==> src/rtl/riscv_lsu_pkg.sv <==
// Shared definitions for the RV32I load/store unit: funct3 size codes,
// FSM state type and the misalignment rule used by riscv_lsu.
package riscv_lsu_pkg;

    localparam logic [2:0] LDST_B  = 3'd0;
    localparam logic [2:0] LDST_H  = 3'd1;
    localparam logic [2:0] LDST_W  = 3'd2;
    localparam logic [2:0] LDST_BU = 3'd4;
    localparam logic [2:0] LDST_HU = 3'd5;

    typedef enum logic [1:0] {
        IDLE,
        BUSY,
        DONE
    } lsu_state_t;

    // Unused size codes behave as words, so they share the word alignment rule.
    function automatic logic is_misaligned(input logic [2:0] size, input logic [1:0] off);
        case (size)
            LDST_B, LDST_BU: return 1'b0;
            LDST_H, LDST_HU: return off[0];
            default:         return off != 2'b00;
        endcase
    endfunction

endpackage

==> src/rtl/riscv_lsu_align.sv <==
// Combinational lane logic: byte enables and store replication from size/offset,
// plus load byte/half extraction with sign or zero extension.
module riscv_lsu_align
    import riscv_lsu_pkg::*;
(
    input  logic [2:0]  size_i,
    input  logic [1:0]  off_i,
    input  logic [31:0] wd_i,
    input  logic [31:0] rd_i,
    output logic [3:0]  be_o,
    output logic [31:0] wd_o,
    output logic [31:0] rd_o
);

    logic [7:0]  byte_sel;
    logic [15:0] half_sel;

    always_comb begin
        byte_sel = rd_i[{off_i, 3'b000} +: 8];
        half_sel = rd_i[{off_i[1], 4'b0000} +: 16];
        be_o     = 4'b1111;
        wd_o     = wd_i;
        rd_o     = rd_i;
        case (size_i)
            LDST_B, LDST_BU: begin
                be_o = 4'b0001 << off_i;
                wd_o = {4{wd_i[7:0]}};
                rd_o = (size_i == LDST_B) ? {{24{byte_sel[7]}}, byte_sel} : {24'h0, byte_sel};
            end
            LDST_H, LDST_HU: begin
                be_o = off_i[1] ? 4'b1100 : 4'b0011;
                wd_o = {2{wd_i[15:0]}};
                rd_o = (size_i == LDST_H) ? {{16{half_sel[15]}}, half_sel} : {16'h0, half_sel};
            end
            default: ;
        endcase
    end

endmodule

==> src/rtl/riscv_lsu.sv <==
// RV32I load/store unit: IDLE->BUSY->DONE handshake FSM with core stall generation.
// Optional LSU_MISALIGN_EXC_EN adds core_misalign_o and skips memory for misaligned H/W.
module riscv_lsu
    import riscv_lsu_pkg::*;
(
    input  logic        clk_i,
    input  logic        rst_i,
    input  logic        core_req_i,
    input  logic        core_we_i,
    input  logic [2:0]  core_size_i,
    input  logic [31:0] core_addr_i,
    input  logic [31:0] core_wd_i,
    output logic [31:0] core_rd_o,
    output logic        core_stall_o,
`ifdef LSU_MISALIGN_EXC_EN
    output logic        core_misalign_o,
`endif
    output logic        mem_req_o,
    output logic        mem_we_o,
    output logic [3:0]  mem_be_o,
    output logic [31:0] mem_addr_o,
    output logic [31:0] mem_wd_o,
    input  logic [31:0] mem_rd_i,
    input  logic        mem_ready_i
);

    lsu_state_t  state_q, state_d;
    logic [31:0] addr_q;
    logic [2:0]  size_q;
    logic        we_q;
    logic [31:0] wd_q;
    logic [31:0] rd_q;
    logic        stall_d;
    logic        misalign_d;
    logic [3:0]  be_w;
    logic [31:0] wd_rep_w;
    logic [31:0] ld_data_w;

`ifdef LSU_MISALIGN_EXC_EN
    logic misalign_q;
    assign misalign_d      = is_misaligned(core_size_i, core_addr_i[1:0]);
    assign core_misalign_o = (state_q == DONE) && misalign_q;
`else
    assign misalign_d = 1'b0;
`endif

    riscv_lsu_align u_align (
        .size_i (size_q),
        .off_i  (addr_q[1:0]),
        .wd_i   (wd_q),
        .rd_i   (mem_rd_i),
        .be_o   (be_w),
        .wd_o   (wd_rep_w),
        .rd_o   (ld_data_w)
    );

    always_comb begin
        state_d = state_q;
        stall_d = 1'b0;
        case (state_q)
            IDLE: begin
                stall_d = core_req_i;
                if (core_req_i) begin
                    state_d = misalign_d ? DONE : BUSY;
                end
            end
            BUSY: begin
                stall_d = 1'b1;
                if (mem_ready_i) begin
                    state_d = DONE;
                end
            end
            DONE:    state_d = IDLE;
            default: state_d = IDLE;
        endcase
    end

    always_ff @(posedge clk_i) begin
        if (rst_i) begin
            state_q <= IDLE;
            addr_q  <= '0;
            size_q  <= '0;
            we_q    <= 1'b0;
            wd_q    <= '0;
            rd_q    <= '0;
`ifdef LSU_MISALIGN_EXC_EN
            misalign_q <= 1'b0;
`endif
        end else begin
            state_q <= state_d;
            // The registered request is the only copy the memory side ever sees.
            if (state_q == IDLE && core_req_i) begin
                addr_q <= core_addr_i;
                size_q <= core_size_i;
                we_q   <= core_we_i;
                wd_q   <= core_wd_i;
`ifdef LSU_MISALIGN_EXC_EN
                misalign_q <= misalign_d;
`endif
            end
            if (state_q == BUSY && mem_ready_i && !we_q) begin
                rd_q <= ld_data_w;
            end
        end
    end

    assign core_rd_o    = rd_q;
    assign core_stall_o = stall_d && !rst_i;
    assign mem_req_o    = (state_q == BUSY);
    assign mem_we_o     = (state_q == BUSY) && we_q;
    assign mem_be_o     = (state_q == BUSY) ? be_w : 4'b0000;
    assign mem_addr_o   = {addr_q[31:2], 2'b00};
    assign mem_wd_o     = wd_rep_w;

endmodule

==> config.mk <==
export PLATFORM = sky130hd
export DESIGN_NAME = riscv_lsu
export DESIGN_NICKNAME = d
export VERILOG_FILES = /design/src/rtl/riscv_lsu_pkg.sv /design/src/rtl/riscv_lsu_align.sv /design/src/rtl/riscv_lsu.sv
export SDC_FILE = /design/constraint.sdc
export NUM_CORES = 1
export LEC_CHECK = 0
export ABC_AREA = 1
export CAP_MARGIN = 20
export CELL_PAD_IN_SITES_DETAIL_PLACEMENT = 0
export CELL_PAD_IN_SITES_GLOBAL_PLACEMENT = 1
export CORE_MARGIN = 10
export CORE_UTILIZATION = 27
export DETAILED_ROUTE_END_ITERATION = 10
export PLACE_DENSITY_LB_ADDON = 0.3
export SYNTH_ARGS = -nofsm -noshare
export SYNTH_HDL_FRONTEND = slang
export SYNTH_SLANG_ARGS = --single-unit
==> constraint.sdc <==
create_clock -name clk_i -period 1.3 [get_ports clk_i]
set_input_delay 0.195 -clock clk_i [delete_from_list [all_inputs] [get_ports clk_i]]
set_output_delay 0.195 -clock clk_i [all_outputs]
set_load 0.02 [all_outputs]
==> out/qor.csv <==
stage;metric;value;unit
die;die height;156;um
cts;hold buffers post-CTS;0;
critical_path;kind of end point of the critical path;primary output;
detailed_routing;via-per-instance ratio;4.58;
cts;clock tree sinks;102;
placement;Port-buffer cells;204;
finish;final core utilization;0.540;
detailed_routing;total number of vias;5559;
logic_synthesis;post-synthesis sequential area ratio;0.407;
finish;area overhead of the layout relative to synthesis;95.3;%
grt;Total GRT Usage;0.179;
power_and_ir_drop;leakage component of the power;0.00426;uW
sta;period utilization;1.26;
logic_synthesis;ranking of synthesized cells by instance count;sky130_fd_sc_hd__nor2_1, sky130_fd_sc_hd__nand2_1, sky130_fd_sc_hd__dfxtp_1, sky130_fd_sc_hd__o21ai_0, sky130_fd_sc_hd__inv_1;
grt;vias in the first global route;5531;
cts;root buffer selected by CTS;sky130_fd_sc_hd__clkbuf_16;
logic_synthesis;post-synthesis instance total;726;
logic_synthesis;library cell with the largest summed area after synthesis;sky130_fd_sc_hd__dfxtp_1;
power_and_ir_drop;VDD IR max;0.000742;V
grt;global-route wire length before repair;33.3;mm
cts;Clock H-tree levels;3;
die;Boundary Pins;207;
status;result of the run;finished, violations left;
grt;total global routing overflow;0;
die;die width;156;um
detailed_routing;number of DRC violations after detailed routing;0;
critical_path;Data required, critical path;1110;ps
logic_synthesis;syn_area_per_cell;6.91;sq um
detailed_routing;overall routed net length;23.0;mm
cts;clock tree from TritonCTS;yes;
logic_synthesis;post-synthesis async set-or-reset flop share;0;
cts;total clock buffers created by CTS;9;
sta;Period minus WS final;1640;ps
sta;count of final max-slew check failures;0;
logic_synthesis;most used flip-flop cell after synthesis;sky130_fd_sc_hd__dfxtp_1;
logic_synthesis;total standard cell area after synthesis;5020;sq um
status;failing checks;negative setup slack;
worst_hold_path;type of the most critical hold path;input pin to flop;
finish;area occupied by registers;2070;sq um
cts;Bufs on Longest Clock Path;2;
finish;layout filler cell count;1662;
logic_synthesis;post-synthesis register bit count;102;
sta;minimum hold slack;426;ps
critical_path;crit path kind;flop to primary output;
sta;Post-Route Setup TNS;-13240;ps
die;starting utilization of the core area;0.277;
detailed_routing;DRT antenna net count;0;
logic_synthesis;number of unique standard cell types used by synthesis;27;
flow_run;Max Cap Violations;0;
finish;share of layout cells above drive strength 1;0.425;
logic_synthesis;number of synthesis warnings;0;
die;core area;18100;sq um
critical_path;CP startpoint kind;flop;
critical_path;critical path data arrival time;1450;ps
sta;Max Freq;0.609;GHz
logic_synthesis;most instantiated library cell after synthesis;sky130_fd_sc_hd__nor2_1;
sta;Hold Violations, Final;0;
placement;routability cong.;0.809;
finish;total inserted antenna cells;0;
finish;layout net count;1084;
sta;RSZ-0062 raised after global routing;true;
die;number of rows created at floorplan;49;
critical_path;critical path peak fanout;4;
logic_synthesis;number of flops mapped to enable cells by yosys;0;
finish;Non-Filler Cell Area, Final;9800;sq um
finish;multi-input logic area;3380;sq um
placement;Setup Slack @ Placement;-520;ps
cts;Clock transition at path regs;70;ps
sta;largest clock skew in the final design;6.22;ps
logic_synthesis;Yosys top cell area share;0.407;
placement;detailed placement HPWL;14.1;mm
detailed_routing;iteration count of the initial detailed-routing pass;5;
detailed_routing;routed length per placed instance;18.9;um
grt;maximum number of pins on one net before global-route repair;51;
grt;antenna violations before repair;0;
sta;count of endpoints failing setup in the final report;123;
cts;worst-skew pair later-pin latency;350;ps
sta;Worst Setup Slack, final;-342;ps
die;Die ar.;24400;sq um
logic_synthesis;ranking of synthesized cells by area;sky130_fd_sc_hd__dfxtp_1, sky130_fd_sc_hd__nor2_1, sky130_fd_sc_hd__o21ai_0;
power_and_ir_drop;cell area power density;1090;nW/um^2
detailed_routing;Iteration-0 DRC Markers;291;
placement;area post-placement;7420;sq um
[metrics by stage]
stage | instances | total power [uW]
floorplan | 727 | 5200
global placement | 1148 | 6560
detailed placement | 1148 | 6560
CTS | 1201 | 10100
global route | 1214 | 11300
finish | 1214 | 10700
[cells in the final DEF, fill, tap and decap left out, drive strengths merged]
cell,Yosys,routed
a211oi,1,1
a21oi,38,38
buf,64,153
bufinv,0,1
clkbuf,20,27
clkdlybuf4s15,0,26
clkdlybuf4s50,0,102
clkinv,0,7
conb,1,2
dfxtp,102,102
dlygate4sd2,0,26
inv,53,52
nand2,114,114
nand3,29,30
nand4,8,8
nor2,186,186
nor3,2,2
o211ai,8,8
o21a,1,1
o21ai,99,99
[timing repair]
| item | 4_1_cts | 5_1_grt |
|---|---|---|
| gates resized for setup | 413 | 340 |
| setup buffers | 18 | 19 |
| cloned | 20 | 6 |
| endpoints found under the setup margin | 200 | 139 |
| pin swaps | 40 | 38 |
[layout make-up]
cell class | instances | area share
multi-input cells | 489 | 0.345
well taps | 229 | 0.0292
flip-flops and latches | 102 | 0.211
clock buffers | 9 | 0.0230
clock inverters | 7 | 0.00651
repair buffers | 325 | 0.360
inverters | 53 | 0.0255
[cells by family after synthesis]
group | count (synthesis) | share of synthesized area
simple gates | 339 | 0.293
compound gates | 147 | 0.152
buf+inv | 137 | 0.148
flops | 102 | 0.407
other cells | 1 | 0.000747
[critical path: stages (launching register included)]
cell,delay [ps]
sky130_fd_sc_hd__dfxtp_4,400
sky130_fd_sc_hd__inv_4,60
sky130_fd_sc_hd__buf_6,110
sky130_fd_sc_hd__nand2_4,60
sky130_fd_sc_hd__inv_4,40
sky130_fd_sc_hd__buf_6,110
sky130_fd_sc_hd__nor3_4,160
sky130_fd_sc_hd__buf_6,150
[routing by layer]
layer	global-route usage	routed length [um]	vias to the layer above
met5	0	0	-
met4	0.0548	391	0
met3	0.0644	1850	21
met2	0.285	10600	157
met1	0.222	10100	2575
li1	-	-	2806
[power by group]
| part | switching [uW] | internal, uW |
|---|---|---|
| Clock | 1260 | 1480 |
| Combinational | 2210 | 2090 |
| Sequential | 251 | 3410 |
[state kept, by name (all words and copies together) (netlist names)]
signal	flops
state_q	2
size_q	3
core_rd_o	32
addr_q	32
wd_q	32
we_q	1
[path summary, 6_finish.rpt]
kind           startpoint             to  slack, ps  depth (start not counted)
max             size_q[1]    mem_be_o[0]       -340                          7
min          core_wd_i[3]        wd_q[3]        430                          3
max reg2reg     size_q[1]  core_rd_o[12]       -240                         11
min reg2reg      wd_q[21]       wd_q[21]        490                          2
Power figures use the tool's default switching activity.
